--- config.mk ---
export PLATFORM = sky130hd
export DESIGN_NAME = mips_fetch_unit
export DESIGN_NICKNAME = d
export VERILOG_FILES = /design/src/rtl/mips_pkg.sv /design/src/rtl/mips_fetch_buffer.sv /design/src/rtl/mips_fetch_unit.sv
export SDC_FILE = /design/constraint.sdc
export NUM_CORES = 1
export LEC_CHECK = 0
export BUFFER_PORTS_ARGS = -buffer_cell sky130_fd_sc_hd__buf_2
export CAP_MARGIN = 25
export CORE_MARGIN = 2
export CORE_UTILIZATION = 59
export CTS_CLUSTER_DIAMETER = 40
export DETAILED_ROUTE_END_ITERATION = 10
export PLACE_DENSITY_LB_ADDON = 0.08
export RECOVER_POWER = 50
export SLEW_MARGIN = 20
export SYNTH_ARGS = -nofsm -noshare
export SYNTH_HDL_FRONTEND = slang
export SYNTH_HIERARCHICAL = 1
export SYNTH_SLANG_ARGS = --single-unit
--- constraint.sdc ---
create_clock -name clock -period 9.87 [get_ports clock]
set_input_delay 0 -clock clock [delete_from_list [all_inputs] [get_ports clock]]
set_output_delay 0 -clock clock [all_outputs]
set_load 0.05 [all_outputs]
--- src/rtl/mips_pkg.sv ---
// Shared definitions for the mips_core front end.
package mips_pkg;
  localparam logic [31:0] RESET_PC  = 32'h0000_0000;
  localparam logic [31:0] INSTR_NOP = 32'h0000_0000;

  typedef enum logic [1:0] {
    IDLE,
    REQ,
    WAIT,
    DRAIN
  } fetch_state_t;
endpackage

--- src/rtl/mips_fetch_buffer.sv ---
// Small FIFO of {instr, pc} pairs between imem and decode. Head is
// presented directly; outputs read as zero while empty.
module mips_fetch_buffer #(
  parameter int ADDR_W = 32,
  parameter int DATA_W = 32,
  parameter int DEPTH  = 2,
  localparam int PTR_W = (DEPTH > 1) ? $clog2(DEPTH) : 1,
  localparam int CNT_W = $clog2(DEPTH + 1)
) (
  input  logic              clock,
  input  logic              reset,
  input  logic              flush,
  input  logic              push,
  input  logic [DATA_W-1:0] push_instr,
  input  logic [ADDR_W-1:0] push_pc,
  input  logic              pop,
  output logic [DATA_W-1:0] head_instr,
  output logic [ADDR_W-1:0] head_pc,
  output logic [CNT_W-1:0]  count,
  output logic              full,
  output logic              empty
);
  import mips_pkg::*;

  logic [DATA_W-1:0] instr_q [DEPTH];
  logic [DATA_W-1:0] instr_d [DEPTH];
  logic [ADDR_W-1:0] pc_q    [DEPTH];
  logic [ADDR_W-1:0] pc_d    [DEPTH];
  logic [PTR_W-1:0]  rd_ptr_q, rd_ptr_d, wr_ptr_q, wr_ptr_d;
  logic [CNT_W-1:0]  count_q, count_d;
  logic              pop_ok, push_ok;

  assign empty  = (count_q == '0);
  assign full   = (count_q == CNT_W'(DEPTH));
  assign count  = count_q;
  assign pop_ok = pop && !empty;
  // A full queue still accepts a push when the head leaves the same cycle.
  assign push_ok = push && (!full || pop_ok);

  assign head_instr = empty ? DATA_W'(INSTR_NOP) : instr_q[rd_ptr_q];
  assign head_pc    = empty ? '0 : pc_q[rd_ptr_q];

  function automatic logic [PTR_W-1:0] ptr_inc(input logic [PTR_W-1:0] p);
    return (p == PTR_W'(DEPTH - 1)) ? '0 : p + PTR_W'(1);
  endfunction

  // Next pointers, count and storage; flush wins over push/pop.
  always_comb begin
    instr_d  = instr_q;
    pc_d     = pc_q;
    rd_ptr_d = rd_ptr_q;
    wr_ptr_d = wr_ptr_q;
    count_d  = count_q;
    if (flush) begin
      rd_ptr_d = '0;
      wr_ptr_d = '0;
      count_d  = '0;
    end else begin
      if (push_ok) begin
        instr_d[wr_ptr_q] = push_instr;
        pc_d[wr_ptr_q]    = push_pc;
        wr_ptr_d          = ptr_inc(wr_ptr_q);
      end
      if (pop_ok) rd_ptr_d = ptr_inc(rd_ptr_q);
      case ({push_ok, pop_ok})
        2'b10:   count_d = count_q + CNT_W'(1);
        2'b01:   count_d = count_q - CNT_W'(1);
        default: count_d = count_q;
      endcase
    end
  end

  // Queue state registers.
  always_ff @(posedge clock or posedge reset) begin
    if (reset) begin
      instr_q  <= '{default: '0};
      pc_q     <= '{default: '0};
      rd_ptr_q <= '0;
      wr_ptr_q <= '0;
      count_q  <= '0;
    end else begin
      instr_q  <= instr_d;
      pc_q     <= pc_d;
      rd_ptr_q <= rd_ptr_d;
      wr_ptr_q <= wr_ptr_d;
      count_q  <= count_d;
    end
  end
endmodule

--- src/rtl/mips_fetch_unit.sv ---
// Instruction fetch front end: owns the PC, runs the imem req/ack handshake
// and feeds decode from a small queue. Redirects flush everything and may
// leave one squashed fetch to drain.
module mips_fetch_unit #(
  parameter int                ADDR_W    = 32,
  parameter int                DATA_W    = 32,
  parameter logic [ADDR_W-1:0] RESET_PC  = ADDR_W'(mips_pkg::RESET_PC),
  parameter int                BUF_DEPTH = 2
) (
  input  logic              clock,
  input  logic              reset,
  output logic              imem_req,
  output logic [ADDR_W-1:0] imem_addr,
  input  logic              imem_ack,
  input  logic [DATA_W-1:0] imem_rdata,
  input  logic              redirect_valid,
  input  logic [ADDR_W-1:0] redirect_pc,
  output logic              if_valid,
  input  logic              if_ready,
  output logic [DATA_W-1:0] if_instr,
  output logic [ADDR_W-1:0] if_pc,
  output logic [ADDR_W-1:0] if_pc_plus4
);
  import mips_pkg::*;

  localparam int CNT_W = $clog2(BUF_DEPTH + 1);

  fetch_state_t      state_q, state_d;
  logic [ADDR_W-1:0] fetch_pc_q, fetch_pc_d;
  logic [ADDR_W-1:0] redirect_tgt;
  logic [ADDR_W-1:0] head_pc;
  logic [CNT_W-1:0]  buf_count;
  logic              buf_full, buf_empty;
  logic              push, pop, slot_free;

  assign redirect_tgt = redirect_pc & ~ADDR_W'(3);

  // A redirect suppresses both the pop and any same-cycle fill.
  assign pop  = if_valid && if_ready && !redirect_valid;
  assign push = imem_ack && (state_q == REQ) && !redirect_valid
                && (!buf_full || pop);

  // Room left once this cycle's push and pop have both landed.
  assign slot_free = (int'(buf_count) + (push ? 1 : 0) - (pop ? 1 : 0))
                     < BUF_DEPTH;

  assign imem_req    = (state_q == REQ);
  assign imem_addr   = fetch_pc_q;
  assign if_valid    = !buf_empty;
  assign if_pc       = head_pc;
  assign if_pc_plus4 = buf_empty ? '0 : head_pc + ADDR_W'(4);

  mips_fetch_buffer #(
    .ADDR_W (ADDR_W),
    .DATA_W (DATA_W),
    .DEPTH  (BUF_DEPTH)
  ) u_buf (
    .clock      (clock),
    .reset      (reset),
    .flush      (redirect_valid),
    .push       (push),
    .push_instr (imem_rdata),
    .push_pc    (fetch_pc_q),
    .pop        (pop),
    .head_instr (if_instr),
    .head_pc    (head_pc),
    .count      (buf_count),
    .full       (buf_full),
    .empty      (buf_empty)
  );

  // Next fetch state and fetch PC.
  always_comb begin
    state_d    = state_q;
    fetch_pc_d = fetch_pc_q;
    case (state_q)
      IDLE:  state_d = REQ;
      REQ: begin
        if (redirect_valid) state_d = imem_ack ? REQ : DRAIN;
        else if (imem_ack)  state_d = slot_free ? REQ : WAIT;
      end
      WAIT:  if (redirect_valid || pop) state_d = REQ;
      DRAIN: if (imem_ack) state_d = REQ;
      default: state_d = IDLE;
    endcase
    if (push)           fetch_pc_d = fetch_pc_q + ADDR_W'(4);
    if (redirect_valid) fetch_pc_d = redirect_tgt;
  end

  // FSM and PC registers.
  always_ff @(posedge clock or posedge reset) begin
    if (reset) begin
      state_q    <= IDLE;
      fetch_pc_q <= RESET_PC;
    end else begin
      state_q    <= state_d;
      fetch_pc_q <= fetch_pc_d;
    end
  end
endmodule

==> run metrics, run 1 <==
static leakage=5.07 nW; final setup fails=0; setup repair after global routing missed its margin=false; total clock sinks=164; post-route setup TNS=0 ps; Clock Tree Root=clkbuf_16; area growth from synthesis to layout=24.4%; n_diodes=0; clock tree buffer depth=2; violated checks=capacitance limit, slew limit; synthesized cell area=0.00901 mm²; clock network latency to the later pin of the worst-skew pair=420 ps; via count of the first global-routing pass=7159; per-cell routed wire length=18.2 µm; First-pass DRT Iterations=5; pin count of the biggest net entering global routing=99; number of register bits inferred by synthesis=164; clk_skew=7.63 ps; P per Cell Area=196 mW/mm²; number of vias per cell=5.72; post-detailed-route count of antenna-violating nets=0; H-tree depth reported by CTS=4; final critical path time including I/O delays and setup=5640 ps; gate count of the mapped netlist=800; slew at the pin closest to its max-slew limit=2650 ps; path type of the worst min-delay path=in -> reg; peak clock frequency supported by timing=177 MHz; post-synthesis cell type count=61; Fin Hold WS=143 ps; fraction of final layout cells with drive strength greater than 1=0.307; total gr overflow=0; number of nets in the final layout=1118; number of remaining DRC errors=0; Post-synth EDFFs=0; placer's final routability congestion estimate=0.896; part of the total power dissipated in the clock network=0.312; async set-or-reset flop fraction in the synthesized netlist=1.00; GRT Overall Usage=0.278; count of placed standard cells including taps=1148; max-slew violation count=170; Die Y-Extent=128 µm; run status=complete, but fails checks; net switching power figure=0.679 mW; CP Class=in -> async; total of cells resized after clock tree synthesis=0; required time of the critical path=9650 ps; via count=7112; clock tree from TritonCTS=yes; die outline area=0.0163 mm²; Non-Filler Instances=1244; effective utilization at floorplan=0.597; Post-CTS Setup Repair Bufs=0; antenna violations before repair=0; Max-Slew Margin vs Limit=-0.766; sequential area share after synthesis=0.455; utilization after layout=0.743; initial DRC count=347; logic gate share of total power=0.256; std cell rows=45; most used cells in the layout excluding fill and tap cells=dfrtp_1, buf_2, nor2_1; leading cell type in the layout, fill and taps excluded=dfrtp_1; mean cell area of the mapped netlist=11.3 µm²; number of hold violations in the final report=0; Boundary Pins=199; number of fill cells in the layout=1068; Sw Share=0.310; Primary FF master, synth=dfrtp_1; signal arrival time at the worst endpoint=5420 ps; Total Power Consumption=2.19 mW; nature of the critical path startpoint=primary input; total number of yosys warnings=6; # port buffers=194; clock edge transition at the registers on the reported setup and hold paths=60 ps; placed wire-length estimate after detailed placement=14800 µm; area of the placeable core=0.0151 mm²; wire length of the first global-routing pass=36000 µm; top fanout value on the critical path=49; cts bufs inserted=17; sequential share of power=0.432; max-cap viol count=4; total wirelength of the detailed-routed design=22600 µm; worst ir drop on vdd=0.140 mV; Internal Power=1.51 mW; overall die width=128 µm; kind of end point of the critical path=async pin; post-route fraction of the period consumed by the critical path=0.571
[metrics by stage]
stage          setup WS, ps  cell area [µm²]
4_1_cts                6150            11300
6_report               4230            11200
5_1_grt                3050            11200
3_5_place_dp           6400            10100
2_1_floorplan          6150             9030
3_3_place_gp           6520            10000
[kinds of logic (layout without fill, tap and decap cells)]
logic type	after synthesis	in the layout	share of synthesized area
muxes	198	198	0.258
buffers and inverters	59	310	0.0343
AOI/OAI and AO/OA	69	69	0.0525
DFF	164	164	0.455
xor gates and xnor gates	30	30	0.0292
other	1	6	0.000416
adders and majority gates	6	6	0.00916
and+or+nand+nor	273	273	0.161
[power by group through the flow]
| stage | clock (mW) | combinational (mW) | sequential, mW |
|---|---|---|---|
| floorplan | 0 | 0.400 | 0.964 |
| global placement | 0 | 0.527 | 0.939 |
| detailed placement | 0 | 0.546 | 0.956 |
| CTS | 0.696 | 0.569 | 0.945 |
| global route | 0.722 | 0.599 | 0.967 |
| finish | 0.684 | 0.561 | 0.948 |
[per-layer routing]
metal / vias to the layer above / track usage / share of wire
met1: 3499 / 0.365 / 0.44
met5: - / 0 / 0
met4: 0 / 0.106 / 0.024
met3: 38 / 0.0511 / 0.050
li1: 3333 / - / -
met2: 242 / 0.463 / 0.49
[synth_stat cells, types with 2 or more instances]
cell type / instances / share of area
a211oi_1: 2 / 0.0017
a21oi_1: 8 / 0.0044
a221o_1: 6 / 0.0067
a31oi_1: 5 / 0.0035
a32oi_1: 2 / 0.0019
a41oi_1: 2 / 0.0019
and2_1: 3 / 0.0021
and3_1: 10 / 0.0069
and4_1: 6 / 0.0058
buf_1: 6 / 0.0025
buf_2: 18 / 0.010
buf_4: 3 / 0.0025
buf_6: 7 / 0.0087
clkbuf_1: 13 / 0.0054
dfrtp_1: 164 / 0.46
ha_1: 5 / 0.0069
inv_1: 11 / 0.0046
mux2_2: 79 / 0.099
mux2_4: 49 / 0.082
mux2i_1: 70 / 0.078
nand2_1: 48 / 0.020
nand2b_1: 7 / 0.0049
nand3_1: 25 / 0.014
nand4_1: 18 / 0.012
nand4_4: 2 / 0.0047
nor2_1: 108 / 0.045
nor2b_1: 10 / 0.0069
nor3_1: 4 / 0.0022
nor3_2: 3 / 0.0033
nor3b_1: 2 / 0.0017
nor4_1: 2 / 0.0014
nor4_2: 8 / 0.011
o211ai_1: 6 / 0.0050
o21ai_0: 24 / 0.013
o311ai_0: 6 / 0.0058
o311ai_1: 2 / 0.0019
or3_1: 4 / 0.0028
xnor2_1: 16 / 0.016
xor2_1: 14 / 0.014
[flip-flops by register name, indices dropped and copies added, names as in the netlist]
name	flops
u_buf/wr_ptr_q	1
imem_addr	30
u_buf/rd_ptr_q	1
state_q	2
u_buf/pc_q	64
u_buf/count	2
u_buf/instr_q	64
[worst paths after layout]
check | from | end | slack, ps | depth (start not counted)
min in group asynchronous | reset | u_buf/pc_q[3] | 600 | 3
max in group clock | u_buf/count[1] | u_buf/instr_q[53] | 5100 | 7
min | redirect_valid | u_buf/rd_ptr_q | 140 | 3
min reg2reg | u_buf/instr_q[61] | u_buf/instr_q[61] | 500 | 1
max | reset | u_buf/rd_ptr_q | 4230 | 5
max reg2reg | u_buf/count[1] | u_buf/instr_q[53] | 5100 | 7
[final cells by class]
class	count	area (µm²)	share of cell area
Timing Repair Buffer	266	1610	0.144
Sequential cell	164	4110	0.366
Clock buffer	22	454	0.0405
Inverter	12	47.5	0.00424
Multi-Input combinational cell	582	4600	0.410
Tap cell	188	235	0.0210
Clock inverter	10	155	0.0138
[worst max-delay path, stage by stage]
cell	delay (ps)
dlygate4sd3_1	530
clkbuf_1	110
clkinvlp_2	1080
clkbuf_1	1960
clkbuf_1	1690
[timing repair]
action | 4_1_cts | 5_1_grt
endpoints found under the setup margin | 0 | 0
hold endpoints to repair | 169 | 0
hold buffers | 64 | 0
Note: power is estimated with default switching activity, not from simulation.
==> inputs of run 2 (changes only) <==
Settings changed: ABC_AREA set to 1, CORE_UTILIZATION 59 to 56.
Clock period 9.87 ns to 5.6 ns, I/O delays scaled along.
==> run metrics, run 2 <==
die outline area=0.0187 mm²; post-synthesis cell type count=35; total number of yosys warnings=6; Hold Crit Start=if_ready; area growth from synthesis to layout=20.8%; number of register bits inferred by synthesis=164; most used cells in the layout excluding fill and tap cells=nand2_1, dfrtp_1, nor2_1; commonest cells in the netlist=nand2_1, dfrtp_1, nor2_1, inv_1, o21ai_2; gate count of the mapped netlist=1357; Internal Power=2.94 mW; number of remaining DRC errors=0; clock tree from TritonCTS=yes; clock tree buffer depth=2; leading cell type in the layout, fill and taps excluded=nand2_1; pin count of the biggest net entering global routing=70; synthesized cell area=0.00989 mm²; count of placed standard cells including taps=1731; Reg area=0.00411 mm²; largest family of logic cells by synthesized area=simple AND/OR/NAND/NOR gates; Max-Slew Margin vs Limit=-1.04; logic gate share of total power=0.418; max-slew violation count=141; max-cap viol count=3; Boundary Pins=199; post-route setup TNS=0 ps; clock network latency to the later pin of the worst-skew pair=420 ps; total clock sinks=164; Final Cell Area=0.0119 mm²; via count of the first global-routing pass=8521; Sw Share=0.452; total area of multi-input combinational cells=0.00482 mm²; static leakage=5.73 nW; P per Cell Area=449 mW/mm²; cell taking the most area after synthesis=dfrtp_1; top fanout value on the critical path=69; H-tree depth reported by CTS=4; peak clock frequency supported by timing=231 MHz; part of the total power dissipated in the clock network=0.220; wire length of the first global-routing pass=42400 µm; post-detailed-route count of antenna-violating nets=0; Clock Tree Root=clkbuf_16; via count=9291; initial DRC count=597; DP Worst Slack=1900 ps; CP Class=reg -> reg; std cell rows=48; top cell type's share of synthesized area=0.415; launching point of the worst reg2reg path=u_buf/count[1]; effective utilization at floorplan=0.572; proportion of synthesized area in mux cells=0; total wirelength of the detailed-routed design=26700 µm; hold bufs inserted after CTS=64; most common cell in the synthesized netlist=nand2_1; placed standard-cell area=0.0108 mm²; clock edge transition at the registers on the reported setup and hold paths=70 ps; XOR/XNOR Fraction of Synth Area=0.0106; total of cells resized after clock tree synthesis=0; number of nets in the final layout=1664; total gr overflow=0; clk_skew=6.66 ps; area of the placeable core=0.0173 mm²; final setup fails=0; # port buffers=194; signal arrival time at the worst endpoint=4670 ps; async set-or-reset flop fraction in the synthesized netlist=1.00; Die Y-Extent=137 µm; share of synthesized cell area in full adder, half adder and majority cells=0.00835; First-pass DRT Iterations=7; placer's final routability congestion estimate=0.909; post-route fraction of the period consumed by the critical path=0.772; Fin Hold WS=123 ps; worst ir drop on vdd=0.266 mV; Worst Setup Slack, final=1270 ps; nature of the critical path startpoint=flip-flop; per-cell routed wire length=14.6 µm; number of vias per cell=5.09; run status=complete, but fails checks; Primary FF master, synth=dfrtp_1; Non-Filler Instances=1827; violated checks=capacitance limit, slew limit; top post-synthesis cells by area=dfrtp_1, nand2_1, o21ai_2; path type of the worst min-delay path=in -> reg; overall die width=137 µm; fraction of final layout cells with drive strength greater than 1=0.190; Post-CTS Setup Repair Bufs=0; slew at the pin closest to its max-slew limit=3070 ps; source of the critical timing path=u_buf/count[1]; number of fill cells in the layout=1583; final critical path time including I/O delays and setup=4330 ps; kind of end point of the critical path=flip-flop; mean cell area of the mapped netlist=7.29 µm²; number of hold violations in the final report=0; required time of the critical path=5940 ps; sequential share of power=0.362; placed wire-length estimate after detailed placement=18100 µm; n_diodes=0; fraction of the mapped netlist area in simple logic gates=0.299; antenna violations before repair=0; cts bufs inserted=17; net switching power figure=2.43 mW; Post-synth EDFFs=0; GRT Overall Usage=0.289; sequential area share after synthesis=0.415; area fraction in compound gates after synthesis=0.168; setup repair after global routing missed its margin=false
[run 2: kinds of logic after synthesis]
family	Yosys count
simple gates	737
flops	164
buf+inv	197
other cells	1
compound gates	240
xor+xnor	12
fa+ha+maj	6
[run 2: power groups by stage]
| stage | Combinational (mW) | Clock, mW | Sequential (mW) |
|---|---|---|---|
| 2_1_floorplan | 1.66 | 0 | 2.03 |
| 3_3_place_gp | 2.19 | 0 | 1.94 |
| 3_5_place_dp | 2.23 | 0 | 1.95 |
| 4_1_cts | 2.28 | 1.20 | 1.94 |
| 5_1_grt | 2.46 | 1.24 | 2.00 |
| 6_report | 2.24 | 1.18 | 1.94 |
[run 2: critical path, stage by stage, from the launching register on]
cell	delay (ps)
dfrtp_1	450
inv_1	160
nand2_1	100
inv_1	1030
inv_2	340
nand2_1	230
nand2_1	120
nand3_4	180
inv_1	200
nand3_4	740
buf_4	440
nand2_1	120
o21ai_2	80
[run 2: layout make-up]
cell class                      instances  area share
Sequential cell                       164       0.344
Inverter                              136      0.0429
Multi-Input combinational cell        999       0.404
Clock inverter                         14      0.0127
Clock buffer                           18      0.0368
Tap cell                              225      0.0236
Timing Repair Buffer                  271       0.137
[run 2: per-layer routing]
| layer | vias to the layer above | GRT usage | part of all wire |
|---|---|---|---|
| li1 | 4729 | - | - |
| met1 | 4282 | 0.385 | 0.45 |
| met2 | 251 | 0.484 | 0.48 |
| met3 | 29 | 0.0530 | 0.057 |
| met4 | 0 | 0.0825 | 0.018 |
| met5 | - | 0 | 0 |
[run 2: worst paths after layout]
path	slack (ps)	to	depth (start not counted)
min	120	state_q[1]	6
max reg2reg	1270	u_buf/instr_q[44]	12
min reg2reg	480	u_buf/pc_q[31]	2
min in group asynchronous	360	u_buf/count[0]	3
max	1270	u_buf/instr_q[44]	12
max in group asynchronous	1820	u_buf/instr_q[34]	4
[run 2: stage by stage]
step / utilization / power (mW)
after floorplan: - / 3.70
after global placement: 0.624 / 4.13
after detailed placement: 0.626 / 4.18
after CTS: 0.697 / 5.41
after global routing: 0.690 / 5.70
final: 0.690 / 5.37
